`config.mk`:
```
export PLATFORM = sky130hd
export DESIGN_NAME = tt_sweep
export DESIGN_NICKNAME = d
export VERILOG_FILES = /design/src/rtl/tt_sweep.sv
export SDC_FILE = /design/constraint.sdc
export NUM_CORES = 1
export LEC_CHECK = 0
export CAP_MARGIN = 20
export CORE_MARGIN = 5
export CORE_UTILIZATION = 58
export CTS_CLUSTER_DIAMETER = 120
export CTS_CLUSTER_SIZE = 14
export DETAILED_ROUTE_END_ITERATION = 8
export PLACE_DENSITY = 0.84
export SLEW_MARGIN = 20
export SYNTH_ARGS = -nofsm -noshare
export SYNTH_HDL_FRONTEND = slang
export SYNTH_SLANG_ARGS = --single-unit
```
`constraint.sdc`:
```
create_clock -name clk -period 5.3 [get_ports clk]
set_input_delay 0.53 -clock clk [delete_from_list [all_inputs] [get_ports clk]]
set_output_delay 0.53 -clock clk [all_outputs]
set_load 0.005 [all_outputs]
```
`src/rtl/tt_sweep.sv`:
```
// tt_sweep: exhaustive truth-table sweeper for a single-output combinational function.
//
// Drives every input pattern 0 .. 2^NIN-1 on x_out, samples the function output y_in
// for each one, packs the samples into WORD_W-bit result words and hands them out on a
// valid/ready stream. It also keeps a count of ones and a 16-bit MISR signature of the
// sample stream.
//
// Ports:
//   clk        clock; all state changes on the rising edge
//   rst_n      asynchronous active-low reset
//   start      sweep request, sampled only while idle
//   x_out      registered input pattern to the function (x_out[i] drives xi)
//   y_in       function output for the pattern on x_out (0-latency)
//   busy       high while sweeping or draining the final word
//   done       one-cycle completion pulse
//   res_valid  result word available
//   res_ready  consumer accepts the word at a clock edge when res_valid is high
//   res_data   packed samples; bit j is pattern res_addr*WORD_W+j
//   res_addr   word index
//   ones_cnt   number of samples with y_in=1
//   signature  MISR over the sample stream (polynomial 0x1021)
module tt_sweep #(
  parameter int unsigned NIN    = 10,
  parameter int unsigned WORD_W = 32
) (
  input  logic                              clk,
  input  logic                              rst_n,
  input  logic                              start,
  output logic [NIN-1:0]                    x_out,
  input  logic                              y_in,
  output logic                              busy,
  output logic                              done,
  output logic                              res_valid,
  input  logic                              res_ready,
  output logic [WORD_W-1:0]                 res_data,
  output logic [NIN-$clog2(WORD_W)-1:0]     res_addr,
  output logic [NIN:0]                      ones_cnt,
  output logic [15:0]                       signature
);

  localparam int unsigned LW = $clog2(WORD_W);

  typedef enum logic [1:0] {StIdle, StSweep, StDrain, StDone} state_e;

  state_e              state_q;
  logic [WORD_W-1:0]   pack_q;

  logic                stall;
  logic                word_end;
  logic                last_pat;
  logic                fb;
  logic [15:0]         sig_next;

  // A pending word the consumer is not taking freezes the whole sweep.
  assign stall    = res_valid & ~res_ready;
  assign word_end = &x_out[LW-1:0];
  assign last_pat = &x_out;
  assign fb       = signature[15] ^ y_in;
  assign sig_next = {signature[14:0], 1'b0} ^ (fb ? 16'h1021 : 16'h0000);

  always_ff @(posedge clk or negedge rst_n) begin
    if (!rst_n) begin
      state_q   <= StIdle;
      x_out     <= '0;
      busy      <= 1'b0;
      done      <= 1'b0;
      res_valid <= 1'b0;
      res_data  <= '0;
      res_addr  <= '0;
      ones_cnt  <= '0;
      signature <= 16'h0000;
      pack_q    <= '0;
    end else begin
      case (state_q)
        StIdle: begin
          if (start) begin
            state_q   <= StSweep;
            busy      <= 1'b1;
            x_out     <= '0;
            ones_cnt  <= '0;
            signature <= 16'hFFFF;
            pack_q    <= '0;
          end
        end

        StSweep: begin
          if (!stall) begin
            pack_q[x_out[LW-1:0]] <= y_in;
            ones_cnt              <= ones_cnt + {{NIN{1'b0}}, y_in};
            signature             <= sig_next;
            if (word_end) begin
              // Completed word includes this cycle's sample in its top bit. Any older
              // word is being handshaken at this same edge, since we are not stalled.
              res_valid <= 1'b1;
              res_data  <= {y_in, pack_q[WORD_W-2:0]};
              res_addr  <= x_out[NIN-1:LW];
            end else if (res_valid) begin
              res_valid <= 1'b0;
            end
            if (last_pat) begin
              state_q <= StDrain;
            end else begin
              x_out <= x_out + NIN'(1);
            end
          end
        end

        StDrain: begin
          if (res_valid && res_ready) begin
            res_valid <= 1'b0;
            busy      <= 1'b0;
            done      <= 1'b1;
            state_q   <= StDone;
          end
        end

        StDone: begin
          done    <= 1'b0;
          state_q <= StIdle;
        end

        default: state_q <= StIdle;
      endcase
    end
  end

endmodule

```
==> results of run 1 <==
[kinds of logic after synthesis]
logic type	synth area share, %
AND/OR/NAND/NOR	12.5
AO/OA/AOI/OAI	13.3
flip-flops	54.1
multiplexers	12.1
buffers and inverters	3.69
adder cells (fa/ha/maj)	2.95
XOR/XNOR	1.38
[per-layer routing]
metal  vias to the layer above  routed length, um  global-route usage (%)
li1                       1789                  -                       -
met1                      1896               4800                    28.8
met2                       129               5290                    32.3
met3                        20                632                    4.85
met4                         0                212                    8.34
met5                         -                  0                       0
[power by group]
part | switching [mW] | internal, mW | leakage [nW]
clock network | 0.282 | 0.234 | 0.103
logic | 0.497 | 0.746 | 1.19
registers | 0.310 | 1.19 | 1.34
[area by class of cell]
type	instances	area, um2
Fill cell	607	2520
Sequential cell	110	2750
Clock buffer	10	138
Timing Repair Buffer	85	838
Clock inverter	6	68.8
Inverter	10	37.5
Tap cell	108	135
Multi-Input combinational cell	309	2150
[layout by cell type (no fill, tap or decap), types with 14 or more instances in the layout]
cell type                           n
sky130_fd_sc_hd__dfrtp_1          110
sky130_fd_sc_hd__clkdlybuf4s50_1   80
sky130_fd_sc_hd__o21ai_0           49
sky130_fd_sc_hd__nand2_1           41
sky130_fd_sc_hd__mux2_2            40
sky130_fd_sc_hd__a21oi_1           25
sky130_fd_sc_hd__nand3_1           22
sky130_fd_sc_hd__nor2_1            16
sky130_fd_sc_hd__mux2i_1           15
sky130_fd_sc_hd__o22a_1            14
[flip-flops by register name, summed over array words and instances (netlist names)]
name and cells:
ones_cnt 11, res_addr 5, x_out 10, signature 16
busy 1, res_data 32, res_valid 1, done 1
pack_q 31, state_q 2
[path summary, 6_finish.rpt]
path,slack [ns],cells past startpoint,to,from
setup / recovery,2.23,6,pack_q[28],state_q[1]
hold / removal,0.15,1,res_data[4],rst_n
setup reg to reg,2.23,6,pack_q[28],state_q[1]
hold reg to reg,0.51,1,res_data[25],pack_q[25]
max in group asynchronous,3.95,2,x_out[6],rst_n
min in group clk,0.51,1,res_data[25],pack_q[25]
[per-stage QoR]
stage	power [mW]	hold WS (ns)	setup slack, ns	area, um2
2_1_floorplan	2.07	0.234	3.27	5090
3_3_place_gp	2.70	0.482	2.49	5910
3_5_place_dp	2.77	0.491	2.31	5910
4_1_cts	3.28	0.178	2.32	6120
5_1_grt	3.48	0.208	1.92	6120
6_report	3.26	0.150	2.23	6120
==> run summary, run 1 <==
The initial utilization of the core area, before any placement, comes to 58.9%. Total leakage power: 2.63 nW. The dominant cell type by area after synthesis was sky130_fd_sc_hd__dfrtp_1. The final clock skew was 0.0166 ns.

The tools report the count of maximum capacitance violations as 0. After synthesis, the cell types taking the most area are sky130_fd_sc_hd__dfrtp_1 54%, sky130_fd_sc_hd__mux2_2 8.9%, sky130_fd_sc_hd__o21ai_0 4.8%. The combined buffer and inverter count along the critical path was 2. For the clock sink count, the log shows 110.

After synthesis the netlist holds a flip-flop and latch count of 110. In this run the power density over the cells is 533 nW/um2. The leading register cell type out of synthesis is sky130_fd_sc_hd__dfrtp_1.

The slew at the pin closest to its max-slew limit works out to 1.06 ns. For this run, the top clock speed supported by timing is 326 MHz. The finished layout holds 638 standard cells, fillers aside.

The share of cells above drive strength 1 came out at 12.1%. The number of placed instances, taps included, is 622. Synthesis produced a netlist with a net count of 481. In this run the core area contains 34 standard-cell rows. The final layout contains routed wiring with a total length of 10900 um.

For the wire length of the first global-routing pass, the log shows 18900 um. Broken down by cell family, the worst path's largest delay share belongs to simple AND/OR/NAND/NOR gates. For the starting DRC count in detailed routing, the log shows 220. STA classifies the critical path endpoint as a flop.

The via count of the first global-routing pass is 3825. TritonCTS built the clock tree. The cell with the largest stage delay on the worst path is sky130_fd_sc_hd__nor2_1.

The logs give 464 for the number of cells produced by synthesis and 54.1% for the sequential-to-total area share from yosys stat. By count the netlist is led by 110 x sky130_fd_sc_hd__dfrtp_1, 49 x sky130_fd_sc_hd__o21ai_0, 41 x sky130_fd_sc_hd__nand2_1. The number of port buffers was 81.

The repair_antennas step left the layout with diodes totalling 0. The die covers 10700 um2. For the headroom to the max-slew limit, the log shows 29.1%.

After synthesis, the share of flip-flops with an asynchronous set or reset is 100%. The number of setup buffers added after CTS is 0. Across the VDD grid, the largest voltage drop is 0.000337 V. The average instance in the mapped netlist occupies 11.0 um2.

The tightest min-delay check is of the in -> async type. By startpoint and endpoint, the worst setup path is classified as reg -> reg. The run finished with clean final reports.

The run gives 82 as the count of boundary I/O pins. In the global route stage, overall resource usage came out at 21.0%. No sink is reached through more buffers than the 2 on the longest clock path. Summed over all failing endpoints, the final setup total negative slack is 0 ns. During synthesis, Yosys emitted a total of 0 warnings. Summed over its instances, the top area cell type makes up 54.1% of the synthesized netlist area. Setup repair after global routing left no endpoint under its margin.

By instance count, the cell type seen most on the critical path is sky130_fd_sc_hd__inv_1. In the post-synthesis netlist, the cell with the most instances is sky130_fd_sc_hd__dfrtp_1. The logs give 5 for the number of optimization iterations in the first detailed-route pass and 0 for the number of antenna violations at the first check in global routing.

The clock slew seen by the registers of the worst setup and hold paths is 0.10 ns, and the maximum fanout encountered on the critical timing path is 38. STA puts the critical path data required time at 5.58 ns. The arrival time reported for the critical path endpoint was 3.35 ns. Once detail routing completed, the nets flagged for antenna violations numbered 0.

The final global-route overflow total is 0. Count of unresolved DRC violations after routing: 0. Master cell of the clock root buffer: sky130_fd_sc_hd__clkbuf_8. The critical path goes through inv_1, ha_1, inv_1, nor2_1, nand3_1, o21ai_0. After layout, the worst path uses 58.0% of the clock period.

The clock period could shrink to 3.07 ns. The number of gates resized after CTS was 0. Nature of the critical path startpoint: a flop.

For the post-layout utilization of the core, the log shows 70.8%. Routability-driven placement finished with a final weighted congestion of 0.834. The netlist uses 45 different library cells. Clock latency on the worst-skew pair, taken at its later pin, is 0.37 ns. For this run, the slowest stage of the critical path takes 0.98 ns. From bottom edge to top edge, the die measures 104 um.

In this run the horizontal extent of the chip is 104 um. Hold repair after CTS inserted 0 buffers. The tools report the number of endpoints failing setup at the final stage as 0. The logs give 3 for the count of H-tree levels built during CTS and 7470 um for the detailed placement HPWL. The number of max-slew violations in the final report is 0, and the average vias per placed instance is 6.01. Buffers inserted during clock tree synthesis total 9. Across all layers, the routed design uses 3834 vias. Final routed wire length divided by cell count: 17.1 um. In this run, synthesis inferred 0 flip-flops with an integrated enable. After floorplanning, the core was sized to cover 8640 um2. Final-report hold violation count: 0. At the end of the flow, the number of nets in the layout was 542. After synthesis the cells add up to 5090 um2. The growth of design area from synthesis to finish works out to 20.3%. Entering global routing, the biggest net connects 64 pins.
(Power assumes the default switching activity.)
==> run 2: changes to the inputs <==
--- a/config.mk
+++ b/config.mk
@@ -7,11 +7,11 @@
 export LEC_CHECK = 0
 export CAP_MARGIN = 20
 export CORE_MARGIN = 5
-export CORE_UTILIZATION = 58
+export CORE_UTILIZATION = 48
 export CTS_CLUSTER_DIAMETER = 120
 export CTS_CLUSTER_SIZE = 14
 export DETAILED_ROUTE_END_ITERATION = 8
-export PLACE_DENSITY = 0.84
+export PLACE_DENSITY = 0.74
 export SLEW_MARGIN = 20
 export SYNTH_ARGS = -nofsm -noshare
 export SYNTH_HDL_FRONTEND = slang
==> constraint.sdc (replaced) <==
create_clock -name clk -period 2.5 [get_ports clk]
set_input_delay 0.25 -clock clk [delete_from_list [all_inputs] [get_ports clk]]
set_output_delay 0.25 -clock clk [all_outputs]
set_load 0.005 [all_outputs]
==> run summary, run 2 (synthesis gave the netlist of run 1 again) <==
The tools report the worst setup slack for register-to-register paths as 0.25 ns (-1.98 ns). The tools report the die area as 12800 um2 (+19%). The final worst setup slack is 0.252 ns (-1.98 ns), and the standard cell core area is 10300 um2 (+20%). Setup repair after global routing left no endpoint under its margin.

For the post-cts sizing count, the log shows 0 (unchanged). The type of element capturing the critical path was a flop. For the post-layout utilization of the core, the log shows 60.9% (-10 points). The top cell types in the final layout, fill and taps aside, are 110 x sky130_fd_sc_hd__dfrtp_1, 80 x sky130_fd_sc_hd__clkdlybuf4s50_1, 49 x sky130_fd_sc_hd__o21ai_0. The share of the cycle needed by the critical path after routing works out to 89.9% (+32 points). The clock buffer count from CTS came out at 9 (unchanged). For the global-route usage over all layers, the log shows 17.9% (-3.0 points). In the final layout, the registers with the most flip-flops are res_data: 32 flops, pack_q: 31 flops, signature: 16 flops. TritonCTS built the clock tree. The tools report the via count of the first global-routing pass as 3804 (-0.55%). The die width works out to 113 um (+9.0%). The logs give 2.73 ns (-2.85 ns) for the required time reported for the critical path endpoint and 110 (unchanged) for the clock sink count. The run finished with clean final reports. For the count of boundary I/O pins, the log shows 82 (unchanged). The combined buffer and inverter count along the critical path is 2 (unchanged). The library cell used most frequently in the layout, excluding fill and tap cells, is sky130_fd_sc_hd__dfrtp_1.

The number of port buffers was 81 (unchanged). The logs give 0 (unchanged) for the number of max-slew violations in the final report and 6080 um2 (+2.8%) for the post-detailed-placement cell area. The logs give 0.00972 ns (-0.00692 ns) for the final clock skew and 6.99 mW (+110%) for the total chip power. The setup fix buffers added after clock tree synthesis was 0 (unchanged). Broken down by cell family, the worst path's largest delay share belongs to simple AND/OR/NAND/NOR gates. The tools report the count of unresolved DRC violations after routing as 0 (unchanged). The power per cell area is 1110 nW/um2 (+110%), and the number of flip-flops in the largest register is 32 (unchanged). The starting density of the core is 49.3% (-9.6 points), and the number of optimization iterations in the first detailed-route pass is 5 (unchanged).

The number of nets at the end of the flow was 556 (+2.6%); the maximum clock path buffer count was 2 (unchanged). The tools report the final antenna diode count as 0 (unchanged). The tools report the number of endpoints failing setup at the final stage as 0 (unchanged).

The minimum clock period was 2.25 ns (-0.824 ns); the die height was 113 um (+9.0%). For the worst IR drop on VDD, the log shows 0.000553 V (+64%). The number of core rows is 37 (+8.8%).

The maximum number of pins on one net before global-route repair was 71 (+11%); the share of cells above drive strength 1 was 14.3% (+2.3 points). For the remaining antenna violation count, the log shows 0 (unchanged). The final-report hold violation count was 0 (unchanged); the starting DRC count in detailed routing was 197 (-10%). The tools report the via count as 3825 (-0.23%). The total wire length is 11300 um (+3.1%), and the maximum fanout encountered on the critical timing path is 25 (-34%).

The nature of the critical path startpoint is a flop. The tools report the number of antenna violations at the first check in global routing as 0 (unchanged). For the detailed placement HPWL, the log shows 7950 um (+6.5%).

The final global-route overflow total is 0 (unchanged), and the highest clock frequency the design can meet is 445 MHz (+37%). The wire length of the first global-routing pass is 18800 um (-0.77%). The count of maximum capacitance violations was 0 (unchanged). The path class of the tightest hold or removal check is in -> async. For the headroom to the max-slew limit, the log shows 41.4% (+12 points). The logs give 3 (unchanged) for the count of H-tree levels built during CTS and 0 (unchanged) for the total of hold buffers inserted after clock tree synthesis. The tree is rooted in a sky130_fd_sc_hd__clkbuf_8.

The critical path in this run is classified as reg -> reg. The average vias per placed instance came out at 5.63 (-6.4%). Register name with the most flops: res_data. Sum of negative setup slack: 0 ns (unchanged). The run gives 0.36 ns (about the same) as the clock latency at the later pin of the worst-skew pair. The run gives 2.48 ns (-0.87 ns) as the arrival time reported for the critical path endpoint. The clock slew seen by the registers of the worst setup and hold paths came out at 0.10 ns (about the same). The slew at the pin closest to its max-slew limit is 0.879 ns (-0.183 ns). Number of cells traversed by the worst register-to-register path: 7 (+1).

Traced cell by cell, the critical path runs through inv_1, ha_1, and3b_1, or2_1, buf_4, nor4bb_1, a211oi_1. The number of gates on the worst path with buffers counted is 7 (+1), and the final routed wire length divided by cell count is 16.6 um (-3.2%). The run gives 2.71 nW (+3.0%) as the total leakage power. The cell with the largest stage delay on the worst path is sky130_fd_sc_hd__dfrtp_1.

The growth of design area from synthesis to finish is 23.5%, and the delay of the slowest cell on the worst path is 0.39 ns (-0.59 ns). The final weighted congestion in routability-driven placement was 0.772 (-7.4%). The tools report the setup slack at placement as 0.207 ns (-2.11 ns). The final design instance area without fill came out at 6280 um2 (+2.7%).
## run 2: changes by cell type in the layout (fill, tap and decap cells not counted)
| cell | delta |
|---|---|
| sky130_fd_sc_hd__buf_4 | +12 |
| sky130_fd_sc_hd__buf_12 | +2 |
## run 2: metrics by stage
step / instances / hold slack (ns)
after CTS: 680 / 0.0220
after global routing: 680 / 0.0656
after detailed placement: 664 / 0.427
after global placement: 664 / 0.418
after floorplan: 464 / -0.0456
final: 680 / 0.00349
## run 2: final timing paths
kind                                     end  startpoint
worst min-delay path            res_data[10]       rst_n
min in group clk                        done        done
worst max register to register      x_out[7]  state_q[1]
worst min register to register          done        done
worst max-delay path                x_out[7]  state_q[1]
max in group asynchronous       signature[7]       rst_n
## run 2: cell type report
type	instances	area, um2
Fill cell	857	4040
Timing Repair Buffer	99	968
Inverter	10	37.5
Multi-Input combinational cell	309	2150
Clock buffer	10	138
Sequential cell	110	2750
Clock inverter	6	68.8
Tap cell	136	170
## run 2: per-layer routing
metal	track usage [%]	vias up	part of all wire, %
met5	0	-	0
met4	4.41	0	0.94
met3	4.49	11	5.3
met2	29.9	103	48
met1	23.6	1898	46
li1	-	1813	-
## run 2: power breakdown
part | internal [mW] | total, mW | switching, mW
Clock | 0.497 | 1.11 | 0.612
Combinational | 1.63 | 2.74 | 1.10
Sequential | 2.52 | 3.14 | 0.618
